<file path="src/rtl/pulse_burst_gen.sv">
// Programmable pulse-train transmitter: on an accepted start it emits burst_len pulses,
// each high_len cycles high and separated by gap_len low cycles, then pulses done.
// Every output is registered from the next-state logic, so out_sig follows start by one cycle.
module pulse_burst_gen #(
  parameter int unsigned CNT_W = 3,
  parameter int unsigned LEN_W = 4
) (
  input  logic             clk,
  input  logic             rst,
  input  logic             start,
  input  logic             abort,
  input  logic [CNT_W-1:0] burst_len,
  input  logic [LEN_W-1:0] high_len,
  input  logic [LEN_W-1:0] gap_len,
  output logic             out_sig,
  output logic             busy,
  output logic             done,
  output logic             aborted,
  output logic [CNT_W-1:0] pulse_cnt
);

  typedef enum logic [1:0] {StIdle, StHigh, StLow, StDone} state_e;

  state_e             state_q, state_d;
  logic [CNT_W-1:0]   burst_q, burst_d;
  logic [LEN_W-1:0]   high_q, high_d;
  logic [LEN_W-1:0]   gap_q, gap_d;
  // Cycles remaining in the current HIGH/LOW phase after this one.
  logic [LEN_W-1:0]   phase_q, phase_d;
  logic [CNT_W-1:0]   pulse_cnt_q, pulse_cnt_d;
  logic               aborted_d;
  logic               out_sig_q, busy_q, done_q, aborted_q;

  // Zero-length phases are stretched to one cycle so each pulse is a distinct rising edge.
  logic [LEN_W-1:0]   high_clamp, gap_clamp;
  assign high_clamp = (high_len == '0) ? LEN_W'(1) : high_len;
  assign gap_clamp  = (gap_len == '0) ? LEN_W'(1) : gap_len;

  // Next-state, latched-parameter and counter logic.
  always_comb begin
    state_d     = state_q;
    burst_d     = burst_q;
    high_d      = high_q;
    gap_d       = gap_q;
    phase_d     = phase_q;
    pulse_cnt_d = pulse_cnt_q;
    aborted_d   = 1'b0;
    unique case (state_q)
      StIdle: begin
        // abort beats start in the same cycle: nothing is latched.
        if (start && !abort) begin
          burst_d     = burst_len;
          high_d      = high_clamp;
          gap_d       = gap_clamp;
          pulse_cnt_d = '0;
          if (burst_len != '0) begin
            state_d     = StHigh;
            pulse_cnt_d = CNT_W'(1);
            phase_d     = high_clamp - LEN_W'(1);
          end else begin
            state_d = StDone;
          end
        end
      end
      StHigh: begin
        if (abort) begin
          state_d   = StIdle;
          aborted_d = 1'b1;
        end else if (phase_q == '0) begin
          if (pulse_cnt_q == burst_q) begin
            state_d = StDone;
          end else begin
            state_d = StLow;
            phase_d = gap_q - LEN_W'(1);
          end
        end else begin
          phase_d = phase_q - LEN_W'(1);
        end
      end
      StLow: begin
        if (abort) begin
          state_d   = StIdle;
          aborted_d = 1'b1;
        end else if (phase_q == '0) begin
          state_d     = StHigh;
          pulse_cnt_d = pulse_cnt_q + CNT_W'(1);
          phase_d     = high_q - LEN_W'(1);
        end else begin
          phase_d = phase_q - LEN_W'(1);
        end
      end
      StDone: begin
        // abort is ignored here; completion always reports.
        state_d = StIdle;
      end
      default: state_d = StIdle;
    endcase
  end

  // State, counters and registered outputs; outputs are decoded from the next state.
  always_ff @(posedge clk) begin
    if (rst) begin
      state_q     <= StIdle;
      burst_q     <= '0;
      high_q      <= '0;
      gap_q       <= '0;
      phase_q     <= '0;
      pulse_cnt_q <= '0;
      out_sig_q   <= 1'b0;
      busy_q      <= 1'b0;
      done_q      <= 1'b0;
      aborted_q   <= 1'b0;
    end else begin
      state_q     <= state_d;
      burst_q     <= burst_d;
      high_q      <= high_d;
      gap_q       <= gap_d;
      phase_q     <= phase_d;
      pulse_cnt_q <= pulse_cnt_d;
      out_sig_q   <= (state_d == StHigh);
      busy_q      <= (state_d != StIdle);
      done_q      <= (state_d == StDone);
      aborted_q   <= aborted_d;
    end
  end

  assign out_sig   = out_sig_q;
  assign busy      = busy_q;
  assign done      = done_q;
  assign aborted   = aborted_q;
  assign pulse_cnt = pulse_cnt_q;

endmodule

</file>
<file path="config.mk">
export PLATFORM = sky130hd
export DESIGN_NAME = pulse_burst_gen
export DESIGN_NICKNAME = d
export VERILOG_FILES = /design/src/rtl/pulse_burst_gen.sv
export SDC_FILE = /design/constraint.sdc
export NUM_CORES = 1
export LEC_CHECK = 0
export CORE_MARGIN = 3
export CORE_UTILIZATION = 60
export CTS_BUF_LIST = sky130_fd_sc_hd__clkbuf_4
export DETAILED_ROUTE_END_ITERATION = 8
export HOLD_SLACK_MARGIN = 0.12
export MAX_ROUTING_LAYER = met4
export PLACE_DENSITY = 0.84
export SYNTH_ARGS = -nofsm -noshare
export SYNTH_HDL_FRONTEND = slang
export SYNTH_SLANG_ARGS = --single-unit
</file>
<file path="constraint.sdc">
create_clock -name clk -period 4.1 [get_ports clk]
set_input_delay 0.41 -clock clk [delete_from_list [all_inputs] [get_ports clk]]
set_output_delay 0.41 -clock clk [all_outputs]
set_load 0.01 [all_outputs]
</file>
==> summary.txt, run 1 <==
number of global-route vias before repair: 1245
residual DRC count: 0
most frequent cells in the layout: dfxtp_1, nand2_1, clkdlybuf4s50_1
TritonRoute pass-1 iters: 8
setup total negative slack: 0 ns
Leak: 0.622 nW
VDD IR-drop max: 262 uV
max-slew violation count: 0
multi-input logic area: 871 um2
sequential fraction of the synthesis area: 33.2%
# hold bufs at CTS: 0
worst min path class: reg2reg
skew final: 0.00338 ns
Port-buffer cells: 21
Slew @ Worst Pin: 0.802 ns
DRT antenna net count: 0
CTS tree: yes
maximum number of pins on one net before global-route repair: 21
Required @ worst endpoint: 4.34 ns
Vias: 1341
Fin. Hold Viols: 0
drt initial violations: 35
post-synthesis cell type count: 41
Ant. Diodes: 0
clk slew on worst S/H paths: 0.13 ns
GR Util All Layers: 24.3%
Buf/Inv on CP: 1
Worst Path Arrival: 2.41 ns
die area: 3030 um2
share of cells above drive strength 1: 6.22%
number of top-level pins: 22
hpwl dp: 2.38 mm
crit start category: flip-flop
# rows: 17
CTS Buf Count: 3
clk_lat worst skew: 0.31 ns
Register Area: 480 um2
Max-Cap Viols: 0
FMAX: 462 MHz
slowest CP cell: ha_1
H-tree depth: 1
FF+latch count, synth: 24
top post-synthesis cells by area: dfxtp_1, ha_1, nand2_1
outcome: finished clean
syn nets: 202
Period minus WS final: 2.16 ns
die span in x: 55.1 um
synthesized instance count: 176
fin nets: 220
GRT Residual Overflow: 0
CP max FO: 15
Core Region: 2250 um2
Finished Core Util: 74.5%
cell area after synthesis: 1450 um2
Avg Inst Size Synth: 8.21 um2
relative slew slack: 46.4%
RSZ-0062 raised after global routing: false
Synth warnings: 0
# resized after CTS: 0
most common cell after layout, fill and taps aside: dfxtp_1
final setup fails: 0
vias per inst: 6.07
P&R area growth vs syn: 16.2%
period utilisation layout: 52.8%
GPL Wtd Cong: 0.888
Total Power: 0.597 mW
CTS sink cnt: 24
Setup Fix Bufs, Post-CTS: 0
crit end category: flip-flop
worst path cell trace: inv_1 -> ha_1 -> o21ai_0 -> a221o_2 -> a211o_1 -> a21oi_1
drt wl/cell: 14.4 um
CP peak stage delay: 0.54 ns
CTS Buffer Depth: 2
global-route wire length before repair: 5.30 mm
initial antenna violation count: 0
Routed Wire Length: 3.18 mm
die height: 55.1 um
fillcell total: 190
Yosys top cell area share: 33.2%
area leader, netlist: dfxtp_1
CP Class: reg2reg
PwrDens: 355 nW/um2
Clock Tree Root: clkbuf_4
initial core utilization: 64.1%
Worst path top cell family by delay: compound AO/OA/AOI/OAI gates
through the flow:
step           hold slack (ns)  area [um2]  setup slack, ns  instances
6_report                 0.478        1680             1.94        221
2_1_floorplan            0.444        1450             2.25        176
4_1_cts                  0.483        1680             1.96        221
5_1_grt                  0.509        1680             1.76        221
3_3_place_gp             0.459        1650             2.01        217
3_5_place_dp             0.465        1650             1.90        217
logic make-up after synthesis:
kind of cell             Yosys count  share of synthesized area [%]
AO/OA/AOI/OAI                     47                           22.9
XOR/XNOR                           7                           4.24
adder cells (fa/ha/maj)           11                           9.52
buffers and inverters             23                           6.49
flip-flops                        24                           33.2
multiplexers                       1                          0.779
AND/OR/NAND/NOR                   63                           22.8
power by group:
part | internal (mW) | switching (mW)
Combinational | 0.0954 | 0.119
Sequential | 0.255 | 0.0193
Clock | 0.0356 | 0.0728
Total | 0.386 | 0.211
flip-flops by register name, indices dropped and copies added, names as in the netlist, 2 cells and up:
signal / count
state_q: 2
burst_q: 3
pulse_cnt: 3
phase_q: 4
high_q: 4
gap_q: 4
layer usage:
metal | global-route usage (%) | part of all wire [%] | up-vias
li1 | - | - | 649
met1 | 28.8 | 41 | 629
met2 | 43.9 | 51 | 59
met3 | 2.95 | 7.1 | 4
met4 | 5.26 | 0.82 | 0
met5 | - | 0 | -
final timing paths:
kind,slack (ns),depth (start not counted),endpoint,start
min,0.48,2,burst_q[2],burst_q[2]
min reg2reg,0.48,2,burst_q[2],burst_q[2]
max reg2reg,1.94,6,phase_q[2],state_q[0]
max,1.94,6,phase_q[2],state_q[0]
worst min-delay path, stage by stage, from the launching register on:
cell and delay, ns:
dfxtp_1 0.34, nand2_1 0.05, a21oi_1 0.05
final cells by class:
class,count,share of cell area [%]
Clock buffer,3,1.34
Inverter,15,3.35
Tap cell,28,2.09
Clock inverter,1,0.224
Sequential cell,24,28.6
Multi-Input combinational cell,129,51.9
Timing Repair Buffer,21,12.5
cell usage after synthesis (all sizes together):
cell type   n
a211o       2
a211oi      5
a21oi      17
a221o       1
a221oi      1
a22oi       1
a311o       1
and2        4
and2b       1
and3        1
buf         1
clkbuf      7
dfxtp      24
ha         11
inv        15
mux2        1
nand2      23
nand2b      2
nand3       3
nand3b      2
nand4       2
nor2        5
nor2b       3
nor3       11
nor3b       1
nor4        2
nor4b       2
o211a       1
o211ai      1
o21a        2
o21ai      11
o21bai      1
o31a        1
o32ai       1
o41ai       1
or3b        1
xnor2       3
xor2        4
(Power assumes the default switching activity.)
==> inputs of run 2 (changes only) <==
- CORE_UTILIZATION: 60 -> 55
- PLACE_DENSITY: 0.84 -> 0.78
- clock period: 4.1 -> 2 ns (I/O delays scaled with it)
==> run 2 against run 1 <==
  * Wire length up 4.4%
  * Sequential power up 110%
  * First-iteration DRC count up 71%
  * Utilization up 3.1 points
  * Critical path depth up 2
  * Sequential share of layout area down 2.1 points
  * Count of clock-buffer cells in the layout unchanged
  * Worst setup slack worse by 1.9 ns
  * Largest power group unchanged
==> summary.txt, run 2 (synthesized netlist as in run 1, its figures left out) <==
slowest CP cell: or3b_4
DRT antenna net count: 0
CTS Buf Count: 3
Fin. Hold Viols: 0
maximum number of pins on one net before global-route repair: 18
VDD IR-drop max: 540 uV
number of global-route vias before repair: 1231
CP peak stage delay: 0.43 ns
skew final: 0.0135 ns
outcome: finished clean
fillcell total: 187
share of cells above drive strength 1: 15.9%
Required @ worst endpoint: 2.21 ns
GPL Wtd Cong: 0.818
crit end category: flip-flop
period utilisation layout: 98.7%
setup total negative slack: 0 ns
GR Util All Layers: 20.7%
TritonRoute pass-1 iters: 4
Ant. Diodes: 0
max-slew violation count: 0
Port-buffer cells: 21
CTS sink cnt: 24
H-tree depth: 1
clk slew on worst S/H paths: 0.13 ns
worst path cell trace: inv_1 -> ha_4 -> or3b_4 -> buf_4 -> a211oi_2 -> a22oi_2 -> and2_4 -> and2b_1
drt initial violations: 60
CTS tree: yes
most frequent cells in the layout: nand2_1, dfxtp_1, clkdlybuf4s50_1
initial core utilization: 61.8%
final setup fails: 0
P&R area growth vs syn: 25.6%
Hold Path Depth: 3
hpwl dp: 2.39 mm
Leak: 0.697 nW
GRT Residual Overflow: 0
CP Class: reg2reg
Worst Path Arrival: 2.19 ns
Vias: 1371
relative slew slack: 67.6%
residual DRC count: 0
FMAX: 507 MHz
CTS Buffer Depth: 2
Clock Tree Root: clkbuf_4
PwrDens: 725 nW/um2
clk_lat worst skew: 0.32 ns
Core Region: 2340 um2
worst min path class: in2reg
drt wl/cell: 14.1 um
Reg2Reg Depth: 8
vias per inst: 5.81
global-route wire length before repair: 5.31 mm
fin nets: 236
die height: 57.3 um
Period minus WS final: 1.97 ns
die area: 3280 um2
die span in x: 57.3 um
number of top-level pins: 22
CP max FO: 5
Post-Route Hold Slack: 0.445 ns
Slew @ Worst Pin: 0.483 ns
Top Registers: gap_q (4), high_q (4), phase_q (4)
# rows: 17
Routed Wire Length: 3.32 mm
initial antenna violation count: 0
crit start category: flip-flop
Max-Cap Viols: 0
## run 2: changes by cell type in the layout (fill, tap and decap cells not counted)
cell      change
buf_4        +15
clkinv_1      -1
dfxtp_1       -1
dfxtp_2       +1
ha_1          -3
ha_2          +2
ha_4          +1
inv_1         -1
inv_2         +1
or3b_2        +1
## run 2: what timing repair did
item,in CTS,in global routing
gates resized for setup,0,6
endpoints found under the setup margin,0,6
hold buffers,0,0
hold endpoints to repair,0,0
buffers inserted,0,8
## run 2: stage by stage
| step | std cells | utilization [%] | setup slack (ns) | area (um2) | total power [mW] |
|---|---|---|---|---|---|
| floorplan | 176 | - | 0.155 | 1450 | 0.894 |
| global placement | 224 | 72.9 | 0.0646 | 1710 | 1.00 |
| detailed placement | 224 | 72.9 | 0.0380 | 1710 | 1.02 |
| CTS | 227 | 73.9 | 0.00436 | 1730 | 1.23 |
| global route | 236 | 77.6 | -0.0398 | 1820 | 1.40 |
| finish | 236 | 77.6 | 0.0257 | 1820 | 1.32 |
## run 2: per-layer routing
metal / GRT usage, % / vias up / routed length [um]
li1: - / 683 / -
met1: 25.7 / 641 / 1470
met2: 34.6 / 41 / 1630
met3: 2.26 / 6 / 163
met4: 7.28 / 0 / 53
met5: - / - / 0
## run 2: where the power goes
group | switching (mW) | total (mW) | internal (mW)
registers | 0.0424 | 0.566 | 0.523
logic | 0.268 | 0.539 | 0.270
clock network | 0.142 | 0.212 | 0.0705
## run 2: final timing paths
check / startpoint / endpoint / slack [ns]
max: phase_q[0] / out_sig / 0.03
min: gap_len[2] / gap_q[2] / 0.44
max reg2reg: phase_q[0] / out_sig / 0.03
min reg2reg: high_q[3] / high_q[3] / 0.48
## run 2: layout make-up
cell class / instances / area [um2] / share of cell area (%)
multi-input combinational: 130 / 897 / 49.4
sequential: 24 / 482 / 26.5
timing repair buffer: 36 / 323 / 17.8
inverter: 15 / 56.3 / 3.10
tap: 28 / 35.0 / 1.93
clock buffer: 3 / 22.5 / 1.24
## run 2: critical path, delay by kind of cell, from the launching register on
family,cells,cell delay [ns]
AND/OR/NAND/NOR,3,0.75
buffers and inverters,2,0.28
flip-flops,1,0.35
AO/OA/AOI/OAI,2,0.33
adder cells (fa/ha/maj),1,0.16
==> inputs of run 3 (changes only) <==
- SLEW_MARGIN: default -> 20
==> results of run 3 <==
Same layout as run 2: the final DEF is identical, and so are final timing and power.
